$ cat src/rtl/seq_mult_pkg.sv
// Shared types and constants for the sequential radix-2 Booth multiplier.
package seq_mult_pkg;
  typedef enum logic [1:0] {IDLE, CALC, DONE} state_t;

  // Booth decode on {Q[0], Q_-1}
  localparam logic [1:0] BOOTH_NOP = 2'b00;
  localparam logic [1:0] BOOTH_ADD = 2'b01;
  localparam logic [1:0] BOOTH_SUB = 2'b10;

  function automatic int cnt_w_calc(input int width);
    return $clog2(width + 2);
  endfunction
endpackage

$ cat src/rtl/seq_booth_datapath.sv
// A/Q/M/Q_-1 registers, Booth add/sub-and-shift, and held product registers.
module seq_booth_datapath
  import seq_mult_pkg::*;
#(
  parameter int WIDTH = 25
) (
  input  logic             clk,
  input  logic             reset,
  input  logic             i_load,
  input  logic             i_step,
  input  logic             i_capture,
  input  logic             i_clear,
  input  logic             i_signed,
  input  logic [WIDTH-1:0] i_m,
  input  logic [WIDTH-1:0] i_q,
  output logic [WIDTH-1:0] o_hi,
  output logic [WIDTH-1:0] o_lo
);
  localparam int W1 = WIDTH + 1;

  logic [W1-1:0]   r_a, r_q, r_m;
  logic            r_qm1;
  logic [WIDTH-1:0] r_hi, r_lo;
  logic [W1-1:0]   w_sum;
  logic [2*W1:0]   w_shift;
  logic [W1-1:0]   w_m_ext, w_q_ext;

  // One extra bit lets a single signed Booth datapath cover unsigned operands too.
  assign w_m_ext = {i_signed & i_m[WIDTH-1], i_m};
  assign w_q_ext = {i_signed & i_q[WIDTH-1], i_q};

  always_comb begin
    w_sum = r_a;
    case ({r_q[0], r_qm1})
      BOOTH_ADD: w_sum = r_a + r_m;
      BOOTH_SUB: w_sum = r_a - r_m;
      BOOTH_NOP: w_sum = r_a;
      default:   w_sum = r_a;
    endcase
  end

  assign w_shift = {w_sum[W1-1], w_sum, r_q};

  always_ff @(posedge clk) begin
    if (reset) begin
      r_a   <= '0;
      r_q   <= '0;
      r_m   <= '0;
      r_qm1 <= 1'b0;
      r_hi  <= '0;
      r_lo  <= '0;
    end else begin
      if (i_load) begin
        r_a   <= '0;
        r_q   <= w_q_ext;
        r_m   <= w_m_ext;
        r_qm1 <= 1'b0;
      end else if (i_step) begin
        r_a   <= w_shift[2*W1:W1+1];
        r_q   <= w_shift[W1:1];
        r_qm1 <= w_shift[0];
      end
      // Capture takes the post-step value so the final step and result share an edge.
      if (i_clear) begin
        r_hi <= '0;
        r_lo <= '0;
      end else if (i_capture) begin
        {r_hi, r_lo} <= w_shift[2*WIDTH:1];
      end
    end
  end

  assign o_hi = r_hi;
  assign o_lo = r_lo;
endmodule

$ cat src/rtl/seq_booth_multiplier.sv
// Sequential radix-2 Booth multiplier: FSM and iteration counter around the datapath.
module seq_booth_multiplier
  import seq_mult_pkg::*;
#(
  parameter int WIDTH      = 25,
  parameter bit EARLY_ZERO = 1'b1,
  parameter int CNT_W      = cnt_w_calc(WIDTH)
) (
  input  logic             clk,
  input  logic             reset,
  input  logic             start,
  input  logic             is_signed,
  input  logic [WIDTH-1:0] in_m,
  input  logic [WIDTH-1:0] in_q,
  output logic             busy,
  output logic             done,
  output logic [WIDTH-1:0] out_hi,
  output logic [WIDTH-1:0] out_lo
);
  localparam logic [CNT_W-1:0] W1_CNT = CNT_W'(WIDTH + 1);

  state_t           r_state, w_state_nxt;
  logic [CNT_W-1:0] r_cnt, w_cnt_nxt;
  logic             w_load, w_step, w_capture, w_clear;
  logic             w_zero_op;

  assign w_zero_op = EARLY_ZERO && ((in_m == '0) || (in_q == '0));

  always_ff @(posedge clk) begin
    if (reset) begin
      r_state <= IDLE;
      r_cnt   <= '0;
    end else begin
      r_state <= w_state_nxt;
      r_cnt   <= w_cnt_nxt;
    end
  end

  always_comb begin
    w_state_nxt = r_state;
    w_cnt_nxt   = r_cnt;
    w_load      = 1'b0;
    w_step      = 1'b0;
    w_capture   = 1'b0;
    w_clear     = 1'b0;
    case (r_state)
      IDLE, DONE: begin
        if (r_state == DONE) w_state_nxt = IDLE;
        if (start) begin
          w_load = 1'b1;
          if (w_zero_op) begin
            w_clear     = 1'b1;
            w_state_nxt = DONE;
          end else begin
            w_cnt_nxt   = W1_CNT;
            w_state_nxt = CALC;
          end
        end
      end
      CALC: begin
        w_step    = 1'b1;
        w_cnt_nxt = r_cnt - 1'b1;
        if (r_cnt == CNT_W'(1)) begin
          w_capture   = 1'b1;
          w_state_nxt = DONE;
        end
      end
      default: w_state_nxt = IDLE;
    endcase
  end

  assign busy = (r_state == CALC);
  assign done = (r_state == DONE);

  seq_booth_datapath #(.WIDTH(WIDTH)) u_dp (
    .clk       (clk),
    .reset     (reset),
    .i_load    (w_load),
    .i_step    (w_step),
    .i_capture (w_capture),
    .i_clear   (w_clear),
    .i_signed  (is_signed),
    .i_m       (in_m),
    .i_q       (in_q),
    .o_hi      (out_hi),
    .o_lo      (out_lo)
  );
endmodule

$ cat config.mk
export PLATFORM = sky130hd
export DESIGN_NAME = seq_booth_multiplier
export DESIGN_NICKNAME = d
export VERILOG_FILES = /design/src/rtl/seq_mult_pkg.sv /design/src/rtl/seq_booth_datapath.sv /design/src/rtl/seq_booth_multiplier.sv
export SDC_FILE = /design/constraint.sdc
export NUM_CORES = 1
export LEC_CHECK = 0
export ABC_AREA = 1
export BUFFER_PORTS_ARGS = -buffer_cell sky130_fd_sc_hd__buf_2
export CORE_MARGIN = 2
export CORE_UTILIZATION = 50
export CTS_BUF_LIST = sky130_fd_sc_hd__clkbuf_2
export CTS_CLUSTER_SIZE = 16
export DETAILED_ROUTE_END_ITERATION = 8
export GPL_ROUTABILITY_DRIVEN = 0
export HOLD_SLACK_MARGIN = 0.12
export PLACE_DENSITY = 0.76
export SYNTH_ARGS = -nofsm -noshare
export SYNTH_HDL_FRONTEND = slang
export SYNTH_SLANG_ARGS = --single-unit
$ cat constraint.sdc
create_clock -name clk -period 3.62 [get_ports clk]
set_clock_uncertainty 0.15 [all_clocks]
set_input_delay 0.724 -clock clk [delete_from_list [all_inputs] [get_ports clk]]
set_output_delay 0.724 -clock clk [all_outputs]
set_load 0.03 [all_outputs]
* Word-level counts from Yosys, hierarchy flattened
Index checks and enable logic that the tools add are counted. Widths: inputs -> output; s select.
Word-level totals: register bits 135, input port bits 54, output and inout port bits 52, logic and storage cells 52
Operators by class: add/subtract/negate cells 3, eq/ne operators 9, muxes and demuxes 19, bitwise gates (word level) 2, reductions and logical operators 11
Operator list (number):
- $mux 26 | 2
- $pmux 26 s2 | 1
- $logic_not 25->1 | 2
- $add 26x26->26 | 1
- $sub 26x26->26 | 1
- $mux 5 | 2
- $pmux 5 s2 | 1
- $mux 1 | 8
- $mux 2 | 4
- $reduce_or 2->1 | 3
- $eq 5x1->1 const B | 1
- $sub 5x1->5 const B | 1
- $eq 2x1->1 const B | 2
- $eq 2x2->1 const B | 2
- $ne 2x2->1 const B | 2
- $pmux 2 s2 | 1
- $reduce_bool 2->1 | 2
- $ne 3x3->1 const B | 1
- $reduce_and 3->1 | 1
- $and 1x1->1 | 2
- $logic_not 2->1 | 1
- $ne 2x1->1 const B | 1
- $reduce_and 2->1 | 1
- $logic_or 1x1->1 | 1

* Logic depth before layout (Yosys ltp)
Gate-level depths: netlist of run 1.
depth in word-level cells 6, depth in mapped cells 24, gate-level depth less buffers 24

* Modules after synthesis
Synthesis of run 1 repeated with hierarchy kept, for this count alone.
Second synthesis, totals: cells, all modules 1257, area total of the unflattened synthesis 8074.0 um^2
By module, submodules not included:
- seq_booth_datapath | instances 1, cells each 1149, area each 7462.2 um^2, seq. area each 2562.5 um^2
- seq_booth_multiplier | instances 1, cells each 108, area each 611.8 um^2, seq. area each 140.1 um^2

* Least setup slack after synthesis of run 1
Ideal clock, no wire load.
path kind register to register, from reg u_dp.r_m[0], to reg u_dp.r_a[24] (netlist name), library setup time 0.115 ns, data arrival time 2.533 ns, required time 3.355 ns, slack 0.822 ns, cell stages (with the launch flop) 23, buffers on the path 0, clock period less this slack 2.798 ns, cell sequence dfxtp_1 -> inv_1 -> ha_1 -> nand2_2 -> nor2_4 -> nand2_2 -> nor2_4 -> nand3_2 -> nor3b_2 -> nand3_1 -> nand2_1 -> xor2_1 -> ha_1 -> a21oi_1 -> nand2_1 -> a21oi_1 -> nand2_1 -> nor2_1 -> nand2_1 -> nand2_2 -> nand3_2 -> nand2_1 -> nor2_1
On the way: cells in the longest elaborated chain, start to end 2, elaborated cells between the ends (all ways) 3, classes of those cells add/sub: 2; mux: 1
RTL lines:
- start, declared | line seq_booth_datapath.sv:21 | logic [W1-1:0] r_a, r_q, r_m;
- start signal, assigned | line seq_booth_datapath.sv:56 | r_m <= w_m_ext;
- $sub 26x26->26 / $add 26x26->26 (equally long branches) | line seq_booth_datapath.sv:36, seq_booth_datapath.sv:35
- $pmux 26 s2 * | line seq_booth_datapath.sv:34 | case ({r_q[0], r_qm1})
Every way passes the cells marked *; elsewhere a longest branch is shown, timed or not. A chain may end at the register's enable or synchronous reset.

* Worst setup path in the final report of run 1
from reg u_dp.r_m[0], to reg u_dp.r_hi[23] (netlist: u_dp.o_hi[23])
On the way: cells in the longest elaborated chain, start to end 2, elaborated cells between the ends (all ways) 3, classes of those cells add/sub: 2; mux: 1
RTL lines:
- $sub 26x26->26 / $add 26x26->26 (equally long branches) | line seq_booth_datapath.sv:36, seq_booth_datapath.sv:35
- $pmux 26 s2 * | line seq_booth_datapath.sv:34
- end signal, assigned | line seq_booth_datapath.sv:68 | {r_hi, r_lo} <= w_shift[2*WIDTH:1];
- end, declared | line seq_booth_datapath.sv:23 | logic [WIDTH-1:0] r_hi, r_lo;
Marked as above.

==> impl_metrics.toml, run 1 <==
[grt]
grt_overflow = 0
grt_antenna_before_repair = 0
grt_max_degree = 51
first_global_vias = 7748
grtUsageTotal_pct = 27.7
grt_pass1_wl_um = 37300

[routing]
firstDrtPassIters = 7
drcViolationCount = 0
drtIter0Drc = 747
wl_per_cell_um = 14.5
wl_um = 23200
viasPerCell = 5.25
dr_total_vias = 8430
detail-route-antenna-nets = 0

[setup_path]
cpPeakStageDelay_ps = 370
critPathArrivalTime_ps = 3920
crit_buf_inv = 2
end_kind = "flop"
crit_cells = 23
r2r_cells = 23
crit_path_max_fanout = 5
required_ps = 4160
cpMaxStageDelayCell = "dfxtp_1"
cp_top_family = "simple AND/OR/NAND/NOR gates"
cp-start-kind = "flop"
cp_cell_sequence = "inv_1 -> ha_1 -> nand2_2 -> nor2_4 -> nand2_2 -> nor2_4 -> nand3_2 -> nor3b_2 -> nand3_1 -> nand2_1 -> xor2_1 -> ha_1 -> nand2_1 -> nor2_1 -> nand3_1 -> nor2_1 -> nand2_1 -> nand3_1 -> nand2_1 -> nand3_1 -> nand3_1 -> nand2_1 -> inv_1"
path_class = "reg -> reg"

[min_path]
worstHoldPathType = "in -> reg"
hold_depth = 3

[placement]
dp.cells = 1522
dp_slack_ps = 337
dp_hpwl_um = 17000
port-buffer-count = 105

[layout]
area_delta_synth_final_pct = 17.9
nNetsFinal = 1460
multi_input_area_sq_um = 4490
fill_cells = 1534
final_cells = 1605
seqCellArea_sq_um = 2700
n_antenna_cell = 0
drive_above_1_share_pct = 15.7

[synthesis]
synth_enable_flop_cells = 0
syn_inst = 1236
synth-seq-area-share_pct = 33.8
yosysMostFrequentCell = "nand2_1"
synth_top_area_share_pct = 33.8
yosysTopAreaCell = "dfxtp_1"
synth_area_leaders = "dfxtp_1 34%, nand2_1 15%, nor2_1 7.4%, inv_1 6.7%, a21oi_1 6.1%"
synthDistinctLibCells = 46
synth_area_per_cell_sq_um = 6.47
dominantRegCellSynth = "dfxtp_1"
yosys_warnings = 0
syn-cell-area_sq_um = 8000
synthArstFlopShare_pct = 0
synth_seq_cells = 135
syn_nets = 1320
synth_commonest_cells = "321 x nand2_1, 158 x nor2_1, 142 x inv_1, 135 x dfxtp_1, 97 x a21oi_1"

[clocking]
cts_buffers = 17
cts_max_path_buffers = 2
root_buffer = "clkbuf_2"
insertion_delay_ps = 780
cts_tree = "done"
clock-sinks = 135
htree_levels = 4
clk_pin_slew_worst_paths_ps = 230
post_cts_buffers = 0

[power_and_ir_drop]
power.leakage_nw = 4.61
combinationalPowerShare_pct = 29.6
irDropWorstVdd_v = 0.000265
p_seq_share_pct = 44.3
cellPowerDensity_nw_per_um2 = 390
p_int_mw = 2.22
clkPwrFrac_pct = 26.1
p_sw_share_pct = 39.7
p_switching_mw = 1.46

[timing]
max-slew-margin-rel_pct = 30.4
worst_slew_pin_slew_ps = 1040
setup_tns_ps = 0
hold_violations = 0
fin_crit_ps = 3380
drv_slew = 0
setup_viol = 0
setup_slack_ps = 242
rsz0062_at_grt = "no"
fmax_mhz = 296
finalCritPeriodShare_pct = 93.3

[die]
fp.dieH_um = 130
die_w_um = 130
coreArea_sq_um = 15800
rows = 46
die_area_sq_um = 17000
io-pin-count = 106
initial_utilization_pct = 50.7

[run_status]
outcome = "completed"

[flow_run]
maxCapViolCount = 0
-- power groups by stage --
stage | Clock [mW] | Sequential (mW) | Combinational, mW
global route | 1.03 | 1.64 | 1.21
finish | 0.959 | 1.63 | 1.09
floorplan | 0 | 1.65 | 0.751
global placement | 0 | 1.66 | 1.01
detailed placement | 0 | 1.66 | 1.02
CTS | 0.971 | 1.63 | 1.07
-- layout by cell type (no fill, tap or decap), types with 4 or more instances in the layout --
cell,count
nor2_2,6
buf_2,105
a21oi_1,97
clkinvlp_4,4
nor2_4,4
or2_2,20
nor4_1,7
inv_6,5
buf_4,11
nand3_1,79
inv_1,142
o21ai_0,54
xor2_1,23
ha_1,29
dlygate4sd3_1,51
o21bai_1,4
inv_2,15
nand4_1,12
a21oi_2,4
clkbuf_2,17
nand2_2,8
nand2_1,321
nor2_1,155
nand3_2,5
a31oi_1,38
dfxtp_1,135
-- layer usage --
metal  up-vias  global-route usage, %  wire length [um]
met5         -                      0                 0
met4         0                   11.6               821
met3        69                   5.82              1740
met2       342                   43.9             10300
met1      3761                   36.8             10300
li1       4258                      -                 -
-- timing repair --
item,4_1_cts,5_1_grt
gates resized for setup,0,3
hold buffers,51,0
endpoints found under the hold margin,51,0
endpoints found under the setup margin,0,4
-- sequential cells by signal, summed over array words and instances, names as in the netlist --
name and flops:
u_dp.r_m 26, u_dp.r_q 26, u_dp.o_hi 25, u_dp.o_lo 25, u_dp.r_a 25, r_cnt 5
r_state 2, u_dp.r_qm1 1
-- metrics by stage --
stage | total power [mW] | hold WS [ps] | utilization (%) | instance area [sq um]
after floorplan | 2.40 | 285 | - | 8000
after global placement | 2.66 | 297 | 54.9 | 8660
after detailed placement | 2.68 | 305 | 54.9 | 8660
after CTS | 3.67 | 142 | 59.7 | 9420
after global routing | 3.88 | 168 | 59.8 | 9430
final | 3.68 | 199 | 59.8 | 9430
-- cell type report --
cell class | count | area share (%)
Multi-Input combinational cell | 896 | 47.7
Sequential cell | 135 | 28.7
Timing Repair Buffer | 167 | 11.9
Inverter | 159 | 6.33
Tap cell | 216 | 2.87
Clock inverter | 15 | 1.72
Clock buffer | 17 | 0.902
-- final timing paths --
kind | endpoint | slack, ps | startpoint
setup / recovery | u_dp.o_hi[23] | 240 | u_dp.r_m[0]
hold / removal | u_dp.r_m[0] | 200 | in_m[0]
setup reg to reg | u_dp.o_hi[23] | 240 | u_dp.r_m[0]
hold reg to reg | u_dp.r_qm1 | 330 | u_dp.r_qm1
-- logic make-up after synthesis --
kind of cell	after synthesis	share of synthesized area, %
adder cells (fa/ha/maj)	30	4.79
AND/OR/NAND/NOR	631	33.8
buffers and inverters	205	10.2
flip-flops	135	33.8
XOR/XNOR	26	2.85
AO/OA/AOI/OAI	209	14.5
-- tightest hold or removal path: stages --
cell and delay (ps):
buf_2 90, o21ai_0 140, a21oi_1 140
No activity file was read; power rests on OpenSTA's default activity.
==> run 2, diff against run 1 <==
--- a/config.mk
+++ b/config.mk
@@ -5,9 +5,7 @@
 export SDC_FILE = /design/constraint.sdc
 export NUM_CORES = 1
 export LEC_CHECK = 0
-export ABC_AREA = 1
 export BUFFER_PORTS_ARGS = -buffer_cell sky130_fd_sc_hd__buf_2
-export CORE_MARGIN = 2
 export CORE_UTILIZATION = 50
 export CTS_BUF_LIST = sky130_fd_sc_hd__clkbuf_2
 export CTS_CLUSTER_SIZE = 16
==> impl_metrics.toml, run 2 <==
[synthesis]
synth_area_per_cell_sq_um = 7.86
syn_nets = 990
dominantRegCellSynth = "dfxtp_1"
syn-cell-area_sq_um = 7120
yosysTopAreaCell = "dfxtp_1"
synthDistinctLibCells = 57
synth_seq_cells = 135
syn_inst = 906
synth_commonest_cells = "172 x nand2_1, 146 x a21oi_1, 135 x dfxtp_1, 55 x nor2_1, 50 x clkbuf_1"
synth_enable_flop_cells = 0
synthArstFlopShare_pct = 0
synth_top_area_share_pct = 37.9
yosys_warnings = 0
yosysMostFrequentCell = "nand2_1"
synth_area_leaders = "dfxtp_1 38%, a21oi_1 10%, nand2_1 9.1%, ha_1 5.1%, xnor2_1 3.6%"
synth-seq-area-share_pct = 37.9

[setup_path]
regToRegSetupSlack_ps = -100
cpMaxStageDelayCell = "or4_4"
end_kind = "flop"
critPathArrivalTime_ps = 4220
cp-start-kind = "flop"
r2r-end = "u_dp.o_hi[24]"
rr_startpoint = "u_dp.r_m[8]"
crit_path_max_fanout = 5
r2r_cells = 13
cp_top_family = "simple AND/OR/NAND/NOR gates"
crit_buf_inv = 0
crit_top_cell = "a21oi_1"
required_ps = 4120
cp_cell_sequence = "or4_4 -> nor3_4 -> nor3b_4 -> a21oi_1 -> xnor2_1 -> ha_1 -> nand4_1 -> nor2_4 -> and3_1 -> a21oi_1 -> mux2_2 -> a211oi_2 -> a21oi_1"
cpPeakStageDelay_ps = 570
startpoint = "u_dp.r_m[8]"
path_class = "reg -> reg"

[timing]
finalCritPeriodShare_pct = 103
drv_slew = 0
setup_viol = 12
fin_crit_ps = 3720
rsz0062_at_grt = "yes"
fmax_mhz = 269
setup_tns_ps = -679
setup_slack_ps = -101
max-slew-margin-rel_pct = 33.3
hold_violations = 0
worst_slew_pin_slew_ps = 997

[routing]
detail-route-antenna-nets = 0
viasPerCell = 5.79
wl_per_cell_um = 16.4
wl_um = 21300
drtIter0Drc = 648
drcViolationCount = 0
firstDrtPassIters = 5
dr_total_vias = 7529

[power_and_ir_drop]
power.leakage_nw = 4.07
p_total_mw = 3.87
irDropWorstVdd_v = 0.000274
cellPowerDensity_nw_per_um2 = 414

[grt]
grt_antenna_before_repair = 1
grt_pass1_wl_um = 33300
gr-usage-met1_pct = 39.2
top_usage_layer = "met2"
grtUsageMet2_pct = 44.5
met3_usage_pct = 5.36
grt_max_degree = 63
grt_overflow = 0
grtUsageTotal_pct = 28.7
first_global_vias = 6715

[clocking]
htree_levels = 4
clock-sinks = 135
cts_buffers = 17
insertion_delay_ps = 790
cts_max_path_buffers = 2
clk_pin_slew_worst_paths_ps = 220
root_buffer = "clkbuf_2"
cts_tree = "done"

[die]
fp.dieH_um = 121
die_w_um = 121
initial_utilization_pct = 51.3
die_area_sq_um = 14700
rows = 43
coreArea_sq_um = 13900
io-pin-count = 106

[min_path]
holdCritStartpoint = "in_q[4]"
hold_end = "u_dp.r_q[4]"
hold_depth = 3
worstHoldPathType = "in -> reg"

[placement]
dp_hpwl_um = 13900
port-buffer-count = 105

[flow_run]
maxCapViolCount = 0

[run_status]
outcome = "complete, but fails checks"
violations = "negative setup slack"

[layout]
final_common_cell = "nand2_1"
area_delta_synth_final_pct = 31.2
mostFrequentLayoutCells = "170 x nand2_1, 136 x a21oi_1, 132 x dfxtp_1"
drive_above_1_share_pct = 26.7
top_regs = "u_dp.r_m: 26 flops, u_dp.r_q: 26 flops"
nNetsFinal = 1190
[run 2: cell types whose count changed after synthesis, moves of 15 or more]
cell / previous run / this run
a21oi_1: 97 / 146
inv_1: 142 / 16
a31oi_1: 38 / 8
or2_2: 20 / 1
nor2_1: 158 / 55
o21ai_0: 54 / 39
a21o_1: 0 / 15
nand3_1: 79 / 11
xnor2_1: 3 / 29
a22oi_1: 1 / 26
nand2_1: 321 / 172
clkbuf_1: 24 / 50
[run 2: power by group]
group	switching (mW)	total, mW	internal [mW]
Sequential	0.0679	1.63	1.56
Clock	0.688	0.984	0.295
Combinational	0.685	1.25	0.569
Total	1.44	3.87	2.42
[run 2: kinds of logic (layout without fill, tap and decap cells)]
family / Yosys count / after routing / share of synthesized area, %
compound gates: 290 / 290 / 25.2
xor+xnor: 42 / 42 / 5.27
fa+ha+maj: 30 / 30 / 5.38
buf+inv: 75 / 288 / 3.97
flops: 135 / 135 / 37.9
mux: 12 / 12 / 1.76
other cells: 0 / 1 / 0
simple gates: 322 / 322 / 20.5
[run 2: worst max path at each step]
stage / to / slack [ps] / cells past startpoint
after floorplan: u_dp.o_hi[21] / -8 / 14
after global placement: u_dp.o_hi[21] / -80 / 14
after detailed placement: u_dp.o_hi[21] / -140 / 14
after CTS: u_dp.o_hi[20] / -60 / 14
after global routing: u_dp.r_a[19] / -250 / 15
final: u_dp.o_hi[24] / -100 / 13
[run 2: layout make-up]
class                           count  area [sq um]
Fill cell                        1160          4540
Multi-Input combinational cell    696          4390
Sequential cell                   135          2710
Timing Repair Buffer              239          1690
Tap cell                          180           225
Clock inverter                     15           178
Clock buffer                       17          85.1
Inverter                           17          63.8
Antenna cell                        1          2.50
[run 2: stage by stage]
stage          instance area, sq um  hold slack (ps)  cells  setup slack (ps)  util (%)
5_1_grt                        9340              152   1300              -250      67.3
6_report                       9340              174   1300              -101      67.3
3_3_place_gp                   8210              291   1199             -75.3      59.1
4_1_cts                        9070              125   1285             -61.5      65.3
3_5_place_dp                   8210              293   1199              -141      59.1
2_1_floorplan                  7140              286    906             -7.61         -
[run 2: layer usage]
metal / vias to the layer above / share of wire, %
met4: 0 / 2.5
li1: 3627 / -
met1: 3525 / 44
met3: 47 / 7.4
met5: - / 0
met2: 330 / 46
[run 2: repair_timing]
| action | CTS | global route |
|---|---|---|
| hold buffers | 50 | 0 |
| gates resized for setup | 20 | 42 |
| pin swaps | 25 | 27 |
| cloned | 0 | 0 |
| setup buffers | 4 | 15 |
| hold endpoints to repair | 50 | 0 |
| endpoints found under the setup margin | 16 | 28 |
[run 2: tightest hold or removal path, stage by stage]
cell,delay [ps]
buf_2,100
a22oi_1,80
a21oi_1,150
